**config.mk**
```make
export PLATFORM = sky130hd
export DESIGN_NAME = rob_commit_ctrl
export DESIGN_NICKNAME = d
export VERILOG_FILES = /design/src/rtl/rob_pkg.sv /design/src/rtl/rob_commit_ctrl_commit_select.sv /design/src/rtl/rob_commit_ctrl.sv
export SDC_FILE = /design/constraint.sdc
export NUM_CORES = 1
export LEC_CHECK = 0
export CAP_MARGIN = 20
export CORE_AREA = 4 4 125 127
export DETAILED_ROUTE_END_ITERATION = 16
export DIE_AREA = 0 0 129 131
export PLACE_DENSITY = 0.74
export RECOVER_POWER = 50
export SYNTH_ARGS = -nofsm -noshare
export SYNTH_HDL_FRONTEND = slang
export SYNTH_HIERARCHICAL = 1
export SYNTH_SLANG_ARGS = --single-unit
```
**constraint.sdc**
```tcl
create_clock -name clock -period 2.8 [get_ports clock]
set_input_delay 0.56 -clock clock [delete_from_list [all_inputs] [get_ports clock]]
set_output_delay 0.56 -clock clock [all_outputs]
set_load 0.05 [all_outputs]
```
**src/rtl/rob_pkg.sv**
```systemverilog
// Shared types for the reorder-buffer commit path: entry layout, FSM states and exception codes.
package rob_pkg;

  typedef struct packed {
    logic [31:0] pc;
    logic [31:0] result;
    logic [4:0]  dest_reg;
    logic        dest_we;
    logic        is_store;
    logic [3:0]  st_tag;
    logic        exc;
    logic [4:0]  exc_code;
  } rob_entry_t;

  typedef enum logic [1:0] {
    RUN        = 2'd0,
    FLUSH      = 2'd1,
    FLUSH_WAIT = 2'd2
  } commit_state_e;

  localparam logic [4:0] EXC_INSTR_MISALIGN = 5'd0;
  localparam logic [4:0] EXC_INSTR_FAULT    = 5'd1;
  localparam logic [4:0] EXC_ILLEGAL        = 5'd2;
  localparam logic [4:0] EXC_BREAKPOINT     = 5'd3;
  localparam logic [4:0] EXC_LOAD_MISALIGN  = 5'd4;
  localparam logic [4:0] EXC_LOAD_FAULT     = 5'd5;
  localparam logic [4:0] EXC_STORE_MISALIGN = 5'd6;
  localparam logic [4:0] EXC_STORE_FAULT    = 5'd7;
  localparam logic [4:0] EXC_ECALL          = 5'd11;

endpackage

```
**src/rtl/rob_commit_ctrl_commit_select.sv**
```systemverilog
// Lane eligibility for in-order commit: walks the head slots oldest-first and stops at the
// first lane that cannot retire (invalid, beyond the tail, excepting, or a blocked store).
module commit_select #(
  parameter int EXT_COUNT = 2,
  parameter int DEPTHLOG2 = 4,
  parameter int CNTW      = $clog2(EXT_COUNT + 1),
  parameter int LANEW     = (EXT_COUNT > 1) ? $clog2(EXT_COUNT) : 1
) (
  input  logic [EXT_COUNT-1:0] slotValid,
  input  logic [EXT_COUNT-1:0] slotExc,
  input  logic [EXT_COUNT-1:0] slotStore,
  input  logic [DEPTHLOG2-1:0] usedCount,
  input  logic                 stReady,
  output logic [EXT_COUNT-1:0] commit,
  output logic [CNTW-1:0]      consumeCount,
  output logic                 stFound,
  output logic [LANEW-1:0]     stLane,
  output logic                 excFound,
  output logic [LANEW-1:0]     excLane
);

  logic open;

  // Prefix walk: 'open' drops as soon as a lane fails, so every later lane is held back.
  // Only the first store of the cycle may go; a second store closes the window.
  always_comb begin
    commit       = '0;
    consumeCount = '0;
    stFound      = 1'b0;
    stLane       = '0;
    excFound     = 1'b0;
    excLane      = '0;
    open         = 1'b1;
    for (int i = 0; i < EXT_COUNT; i++) begin
      if (open && slotValid[i] && (i < int'(usedCount))) begin
        if (slotExc[i]) begin
          excFound = 1'b1;
          excLane  = LANEW'(i);
          open     = 1'b0;
        end else if (slotStore[i]) begin
          if (stFound) begin
            open = 1'b0;
          end else begin
            stFound = 1'b1;
            stLane  = LANEW'(i);
            if (stReady) begin
              commit[i]    = 1'b1;
              consumeCount = consumeCount + CNTW'(1);
            end else begin
              open = 1'b0;
            end
          end
        end else begin
          commit[i]    = 1'b1;
          consumeCount = consumeCount + CNTW'(1);
        end
      end else begin
        open = 1'b0;
      end
    end
  end

endmodule

```
**src/rtl/rob_commit_ctrl.sv**
```systemverilog
// In-order ROB commit controller: retires up to EXT_COUNT head entries per cycle, drives the
// register-file write lanes, releases one store per cycle and sequences exception flushes.
module rob_commit_ctrl
  import rob_pkg::*;
#(
  parameter int EXT_COUNT = 2,
  parameter int DEPTH     = 16,
  parameter int DEPTHLOG2 = $clog2(DEPTH),
  parameter int CNTW      = $clog2(EXT_COUNT + 1)
) (
  input  logic                 clock,
  input  logic                 reset_n,
  input  logic [EXT_COUNT-1:0] slot_valid,
  input  rob_entry_t           slot_data [EXT_COUNT],
  input  logic [DEPTHLOG2-1:0] used_count,
  output logic [CNTW-1:0]      consume_count,
  output logic [EXT_COUNT-1:0] rf_we,
  output logic [4:0]           rf_waddr [EXT_COUNT],
  output logic [31:0]          rf_wdata [EXT_COUNT],
  output logic                 st_valid,
  input  logic                 st_ready,
  output logic [3:0]           st_slot,
  output logic                 flush,
  output logic [31:0]          flush_pc,
  output logic [4:0]           flush_code,
  input  logic                 flush_done,
  output logic [31:0]          committed_cnt
);

  localparam int LANEW = (EXT_COUNT > 1) ? $clog2(EXT_COUNT) : 1;

  commit_state_e state_q, state_d;
  logic [31:0]   flushPc_q, flushPc_d;
  logic [4:0]    flushCode_q, flushCode_d;
  logic [31:0]   committedCnt_q;

  logic [EXT_COUNT-1:0] slotExc, slotStore, selCommit;
  logic [CNTW-1:0]      selCount;
  logic                 stFound, excFound;
  logic [LANEW-1:0]     stLane, excLane;

  // Pull out just the flags the selector needs from each head entry.
  always_comb begin
    slotExc   = '0;
    slotStore = '0;
    for (int i = 0; i < EXT_COUNT; i++) begin
      slotExc[i]   = slot_data[i].exc;
      slotStore[i] = slot_data[i].is_store;
    end
  end

  commit_select #(
    .EXT_COUNT (EXT_COUNT),
    .DEPTHLOG2 (DEPTHLOG2),
    .CNTW      (CNTW),
    .LANEW     (LANEW)
  ) u_select (
    .slotValid    (slot_valid),
    .slotExc      (slotExc),
    .slotStore    (slotStore),
    .usedCount    (used_count),
    .stReady      (st_ready),
    .commit       (selCommit),
    .consumeCount (selCount),
    .stFound      (stFound),
    .stLane       (stLane),
    .excFound     (excFound),
    .excLane      (excLane)
  );

  // Next state and flush capture: an exception seen in RUN latches its PC/code and starts the flush.
  always_comb begin
    state_d     = state_q;
    flushPc_d   = flushPc_q;
    flushCode_d = flushCode_q;
    case (state_q)
      RUN: begin
        if (excFound) begin
          flushPc_d   = slot_data[excLane].pc;
          flushCode_d = slot_data[excLane].exc_code;
          state_d     = FLUSH;
        end
      end
      FLUSH:      state_d = FLUSH_WAIT;
      FLUSH_WAIT: if (flush_done) state_d = RUN;
      default:    state_d = RUN;
    endcase
  end

  // Commit-side outputs are live only in RUN; everything reads as idle while a flush is in progress.
  always_comb begin
    consume_count = '0;
    rf_we         = '0;
    st_valid      = 1'b0;
    st_slot       = '0;
    for (int i = 0; i < EXT_COUNT; i++) begin
      rf_waddr[i] = '0;
      rf_wdata[i] = '0;
    end
    if (state_q == RUN) begin
      consume_count = selCount;
      st_valid      = stFound;
      st_slot       = slot_data[stLane].st_tag;
      for (int i = 0; i < EXT_COUNT; i++) begin
        rf_we[i]    = selCommit[i] & slot_data[i].dest_we;
        rf_waddr[i] = slot_data[i].dest_reg;
        rf_wdata[i] = slot_data[i].result;
      end
    end
  end

  // State, flush record and the retired-instruction counter (wraps naturally at 2^32).
  always_ff @(posedge clock or negedge reset_n) begin
    if (!reset_n) begin
      state_q        <= RUN;
      flushPc_q      <= '0;
      flushCode_q    <= '0;
      committedCnt_q <= '0;
    end else begin
      state_q        <= state_d;
      flushPc_q      <= flushPc_d;
      flushCode_q    <= flushCode_d;
      committedCnt_q <= committedCnt_q + 32'(consume_count);
    end
  end

  assign flush         = (state_q == FLUSH);
  assign flush_pc      = flushPc_q;
  assign flush_code    = flushCode_q;
  assign committed_cnt = committedCnt_q;

endmodule

```
==> flow_metrics.py, run 1 <==
metrics = {
    "outcome": {
        "outcome": "complete, but fails checks",
        "violations": "max-capacitance violations, max-slew violations, negative setup slack",
    },
    "setup_path": {
        "critPathKind": "in2reg",
        "reg2reg_slack_ns": 0.36,
        "cp.required_ns": 3.01,
        "rr_startpoint": "state_q[0]",
        "start_kind": "input pin",
        "r2r_cells": 10,
        "crit_path_end_kind": "flop",
        "cp_max_fo": 6,
        "critPathArrivalTime_ns": 3.38,
        "reg2reg_to": "committed_cnt[14]",
    },
    "place": {
        "dp_cells": 934,
        "place_area_sq_um": 8460,
        "gp_congestion": 0.891,
        "dp_hpwl_um": 14700,
        "io_buffers": 324,
    },
    "floorplanning": {
        "fp.dieH_um": 131,
        "rows": 44,
        "core_area_sq_um": 14400,
        "io_pins": 325,
        "die_area_sq_um": 16900,
        "start_util": 0.278,
        "die_x_um": 129,
    },
    "synthesis": {
        "synth_cell_type_count": 39,
        "ys.flop_type": "dfrtp_1",
        "synthArstFlopShare": 1.00,
        "ys.warnings.count": 6,
        "ys_seq_area_frac": 0.443,
        "synth_edf_count": 0,
        "synth_fp_nets": 599,
        "synth-seq-cells": 71,
        "netlist_area_sq_um": 4010,
        "netlist_instances": 423,
        "avgSynthCellArea_sq_um": 9.49,
    },
    "drt": {
        "final_antenna_net_count": 0,
        "drt_first_iter_violations": 126,
        "wl_per_cell_um": 18.6,
        "wl_um": 17800,
        "drcViolationCount": 0,
        "vias_per_cell": 4.66,
        "vias": 4452,
        "drt-pass1-iter-count": 4,
    },
    "hold_path": {
        "hold_path_startpoint": "committed_cnt[31]",
        "worstHoldPathCells": 1,
        "hp-class": "reg2reg",
        "min_to": "committed_cnt[31]",
    },
    "global_routing": {
        "grt_pass1_wl_um": 26200,
        "grt_pass1_vias": 4551,
        "grt_start_max_net_pins": 76,
        "grt_overflow_total": 0,
        "antenna_found_initial": 0,
        "gr-usage-all-layers": 0.202,
    },
    "timing": {
        "fin_worst_skew_ns": 0.00432,
        "max_freq_mhz": 315,
        "slew_viol_final": 72,
        "holdWs_ns": 0.470,
        "fin_ws_ns": -0.377,
        "hold_viol": 0,
        "final-setup-viol-count": 23,
        "grt_setup_unrepaired": "yes",
        "fin_crit_ns": 3.18,
        "worst_slew_pin_slew_ns": 1.77,
        "max_slew_margin": -0.177,
        "fin_crit_sh": 1.13,
    },
    "cells_and_area": {
        "stdcell_area_sq_um": 8890,
        "diodes": 0,
        "drive_above_1_share": 0.218,
        "final.fill_count": 1128,
        "multi_input_area_sq_um": 2220,
        "layout.nets": 943,
        "area_growth_pct": 122,
        "final_common_cell": "clkdlybuf4s50_1",
        "mostFrequentLayoutCells": "clkdlybuf4s50_1, buf_12, and2_1, dfrtp_1, dlygate4sd3_1",
        "fin_cells": 956,
        "utilization": 0.616,
        "register_area_sq_um": 1780,
    },
    "power_and_ir_drop": {
        "p_total_mw": 6.12,
        "p_per_area_nw_per_um2": 688,
        "leakage_nw": 3.66,
        "ir_worst_vdd_mv": 0.393,
    },
    "run": {
        "maxCapViolations": 1,
    },
    "clock_tree": {
        "numClockSinks": 71,
        "htree_num_levels": 3,
        "cts_tree": "built",
        "numCtsBuffers": 9,
        "clk_latency_ns": 0.33,
        "clk_pin_slew_ns": 0.06,
        "ctsHoldBuffers": 0,
        "cts.path.max_buffers": 2,
        "root_buffer": "clkbuf_16",
    },
}
## worst max path at each step
stage | startpoint | end | slack (ns) | depth (start not counted)
CTS | used_count[3] | committed_cnt[24] | -0.36 | 16
global route | used_count[3] | committed_cnt[14] | -0.50 | 16
floorplan | used_count[2] | committed_cnt[18] | -0.64 | 15
global placement | used_count[2] | committed_cnt[10] | -0.85 | 16
detailed placement | used_count[2] | committed_cnt[10] | -0.93 | 16
finish | used_count[3] | committed_cnt[14] | -0.38 | 16
## cells in the mapped netlist, drive strengths merged, types with 2 or more instances
| cell type | number | area, sq um |
|---|---|---|
| nand2 | 12 | 45.0 |
| and2 | 78 | 488 |
| dfrtp | 71 | 1780 |
| nor3 | 10 | 60.1 |
| nand4b | 2 | 17.5 |
| nand4 | 12 | 75.1 |
| and3 | 6 | 37.5 |
| xnor2 | 25 | 219 |
| nand3 | 13 | 75.1 |
| nor2 | 48 | 183 |
| a21oi | 41 | 205 |
| nand2b | 2 | 12.5 |
| inv | 12 | 45.0 |
| ha | 3 | 37.5 |
| nor3b | 3 | 22.5 |
| clkbuf | 10 | 37.5 |
| mux2i | 41 | 410 |
| buf | 12 | 65.1 |
| o21a | 2 | 15.0 |
| xor2 | 5 | 43.8 |
| nor4 | 2 | 27.5 |
## state kept, by name, summed over array words and instances, names as in the netlist
| register | flops |
|---|---|
| flush_pc | 32 |
| committed_cnt | 32 |
| state_q | 2 |
| flush_code | 5 |
## what timing repair did
action | in CTS | in global routing
pin swaps | 17 | 9
buffers inserted | 1 | 4
setup endpoints to repair | 36 | 31
hold endpoints to repair | 0 | 0
gates cloned | 1 | 0
resized for setup | 27 | 15
## per-stage QoR
step / setup TNS [ns] / setup slack (ns)
5_1_grt: -7.17 / -0.500
6_report: -4.13 / -0.377
4_1_cts: -3.83 / -0.358
3_3_place_gp: -21.52 / -0.851
2_1_floorplan: -12.76 / -0.636
3_5_place_dp: -24.01 / -0.930
## worst max-delay path, cell delays in order
cell	delay (ns)
buf_6	0.09
or4_4	0.55
nand3_4	0.09
inv_4	0.04
ha_4	0.24
o21ai_1	0.06
a21oi_1	0.14
and2_4	0.17
ha_4	0.12
inv_2	0.03
fa_2	0.32
nand3b_1	0.21
nor3_2	0.22
buf_4	0.20
nand4_1	0.15
xnor2_1	0.17
## cells by family (layout without fill, tap and decap cells)
kind of cell | after synthesis | in the layout | synth area share
AOI/OAI and AO/OA | 47 | 47 | 0.0627
and+or+nand+nor | 196 | 196 | 0.276
adders and majority gates | 4 | 4 | 0.0143
DFF | 71 | 71 | 0.443
xor gates and xnor gates | 30 | 30 | 0.0655
buffers and inverters | 34 | 383 | 0.0368
muxes | 41 | 41 | 0.102
## power breakdown
part | switching [mW] | internal (mW) | total [mW]
sequential | 0.148 | 1.24 | 1.39
clock | 0.442 | 0.809 | 1.25
combinational | 2.07 | 1.41 | 3.48
total | 2.66 | 3.46 | 6.12
## layer usage
layer / GRT usage / wire, um / vias to the layer above
met1: 0.220 / 6410 / 2135
met5: 0 / 0 / -
met2: 0.390 / 9860 / 176
met4: 0.0445 / 280 / 0
met3: 0.0545 / 1260 / 22
li1: - / - / 2119
## area by class of cell
type / count / share of cell area
Clock inverter: 6 / 0.0103
Tap cell: 184 / 0.0259
Sequential cell: 71 / 0.200
Multi-Input combinational cell: 318 / 0.249
Timing Repair Buffer: 355 / 0.482
Inverter: 12 / 0.00535
Clock buffer: 10 / 0.0269
Power figures use the tool's default switching activity.
==> run 2: changes to the inputs <==
Settings changed: SKIP_LAST_GASP from default to 1.
==> results of run 2 <==
No change in the layout: final DEF, timing and power equal those of run 1.
==> run 3: changes to the inputs <==
Settings changed: TNS_END_PERCENT from default to 50.
==> flow_metrics.py, run 3 (synthesis gave the netlist of run 1 again) <==
metrics = {
    "power_and_ir_drop": {
        "leakage_nw": 3.37,
        "p_seq_frac": 0.253,
        "pwr-share-comb": 0.555,
        "p_per_area_nw_per_um2": 687,
        "p_total_mw": 5.49,
        "p_sw_mw": 2.53,
        "ir_worst_vdd_mv": 0.544,
        "p_clk_frac": 0.193,
        "p_int_mw": 2.96,
        "switching_share": 0.460,
    },
    "outcome": {
        "violations": "max-capacitance violations, max-slew violations, negative setup slack",
        "outcome": "complete, but fails checks",
    },
    "timing": {
        "fin_crit_ns": 3.13,
        "worst_slew_pin_slew_ns": 1.74,
        "fin_ws_ns": -0.329,
        "hold_viol": 0,
        "slew_viol_final": 72,
        "fin_worst_skew_ns": 0.00527,
        "grt_setup_unrepaired": "yes",
        "max_slew_margin": -0.159,
        "final-setup-viol-count": 89,
        "max_freq_mhz": 320,
        "fin_crit_sh": 1.12,
    },
    "place": {
        "io_buffers": 324,
        "dp_hpwl_um": 13200,
        "gp_congestion": 0.863,
        "dp_cells": 943,
    },
    "setup_path": {
        "critPathSlowestCell": "or4_4",
        "slowest_delay_ns": 0.57,
        "critPathKind": "in2reg",
        "critPathArrivalTime_ns": 3.33,
        "cp_max_fo": 6,
        "start_kind": "input pin",
        "cp.required_ns": 3.00,
        "crit_family": "simple AND/OR/NAND/NOR gates",
        "crit_path_end_kind": "flop",
        "critPathBufInv": 4,
        "path_cells": "buf_6 -> or4_4 -> nand3_4 -> inv_4 -> ha_4 -> o21ai_1 -> a21oi_1 -> and2_4 -> ha_4 -> inv_2 -> fa_2 -> nand3b_1 -> nor3_4 -> buf_6 -> nand4_1 -> xnor2_1",
    },
    "clock_tree": {
        "ctsHoldBuffers": 0,
        "cts_tree": "built",
        "htree_num_levels": 3,
        "clk_pin_slew_ns": 0.06,
        "root_buffer": "clkbuf_16",
        "numClockSinks": 71,
        "numCtsBuffers": 9,
        "clk_latency_ns": 0.32,
        "cts.path.max_buffers": 2,
    },
    "global_routing": {
        "grt_pass1_vias": 4447,
        "antenna_found_initial": 1,
        "grt_start_max_net_pins": 79,
        "gr-usage-all-layers": 0.183,
        "grt_pass1_wl_um": 24200,
        "grt_overflow_total": 0,
    },
    "floorplanning": {
        "io_pins": 325,
        "fp.dieH_um": 131,
        "start_util": 0.278,
        "die_area_sq_um": 16900,
        "core_area_sq_um": 14400,
        "rows": 44,
        "die_x_um": 129,
    },
    "cells_and_area": {
        "mostFrequentLayoutCells": "clkdlybuf4s50_1, buf_4, and2_1, dfrtp_1, nor2_1",
        "utilization": 0.554,
        "diodes": 0,
        "drive_above_1_share": 0.218,
        "final_common_cell": "clkdlybuf4s50_1",
        "layout.nets": 948,
        "fin_cells": 961,
        "area_growth_pct": 99.1,
    },
    "drt": {
        "drcViolationCount": 0,
        "wl_per_cell_um": 16.8,
        "final_antenna_net_count": 0,
        "drt_first_iter_violations": 100,
        "vias": 4314,
        "vias_per_cell": 4.49,
        "wl_um": 16200,
        "drt-pass1-iter-count": 4,
    },
    "hold_path": {
        "hp-class": "reg2reg",
    },
    "run": {
        "maxCapViolations": 1,
    },
}
-- run 3: changes by cell type in the layout (fill, tap and decap cells not counted), sizes merged, moves of 2 or more --
cell,change
clkdlybuf4s50,+52
dlygate4sd3,-52
buf,+7
bufinv,-2
clkinv,-2
clkinvlp,+2
-- run 3: stage by stage --
stage / hold WS (ns) / setup TNS [ns] / instance area, sq um / worst slack, ns
after floorplan: 0.264 / -14.14 / 4050 / -0.636
after global placement: 0.467 / -25.13 / 7580 / -0.907
after detailed placement: 0.481 / -27.44 / 7580 / -0.988
after CTS: 0.398 / -4.96 / 7920 / -0.426
after global routing: 0.514 / -24.85 / 7990 / -0.454
final: 0.476 / -5.02 / 7990 / -0.329
-- run 3: cell type report --
cell class | instances | area, sq um
Sequential cell | 71 | 1780
Inverter | 12 | 47.5
Clock inverter | 4 | 28.8
Fill cell | 1269 | 6430
Clock buffer | 12 | 256
Tap cell | 184 | 230
Multi-Input combinational cell | 318 | 2250
Timing Repair Buffer | 360 | 3400
-- run 3: what timing repair did --
item	4_1_cts	5_1_grt
resized for setup	30	15
hold endpoints to repair	0	0
setup buffers	3	1
setup endpoints to repair	38	33
gates cloned	1	0
pin swaps	20	12
-- run 3: final timing paths --
path | start | depth (start not counted) | slack, ns | end
max | used_count[1] | 16 | -0.33 | committed_cnt[28]
min | committed_cnt[31] | 1 | 0.48 | committed_cnt[31]
max reg2reg | state_q[0] | 6 | 0.40 | flush_pc[12]
min reg2reg | committed_cnt[31] | 1 | 0.48 | committed_cnt[31]
max in group asynchronous | reset_n | 1 | 1.07 | flush_pc[0]
min in group asynchronous | reset_n | 1 | 0.70 | committed_cnt[25]
-- run 3: routing by layer --
layer	up-vias	GRT usage	part of all wire
li1	2127	-	-
met1	2031	0.231	0.42
met2	150	0.318	0.51
met3	6	0.0520	0.073
met4	0	0.0309	0.0038
met5	-	0	0
-- run 3: power by group through the flow --
stage	Clock (mW)	Sequential, mW	Combinational, mW
after floorplan	0	2.12	1.11
after global placement	0	1.39	3.02
after detailed placement	0	1.40	3.06
after CTS	1.10	1.39	3.07
after global routing	1.15	1.42	3.19
final	1.06	1.39	3.04
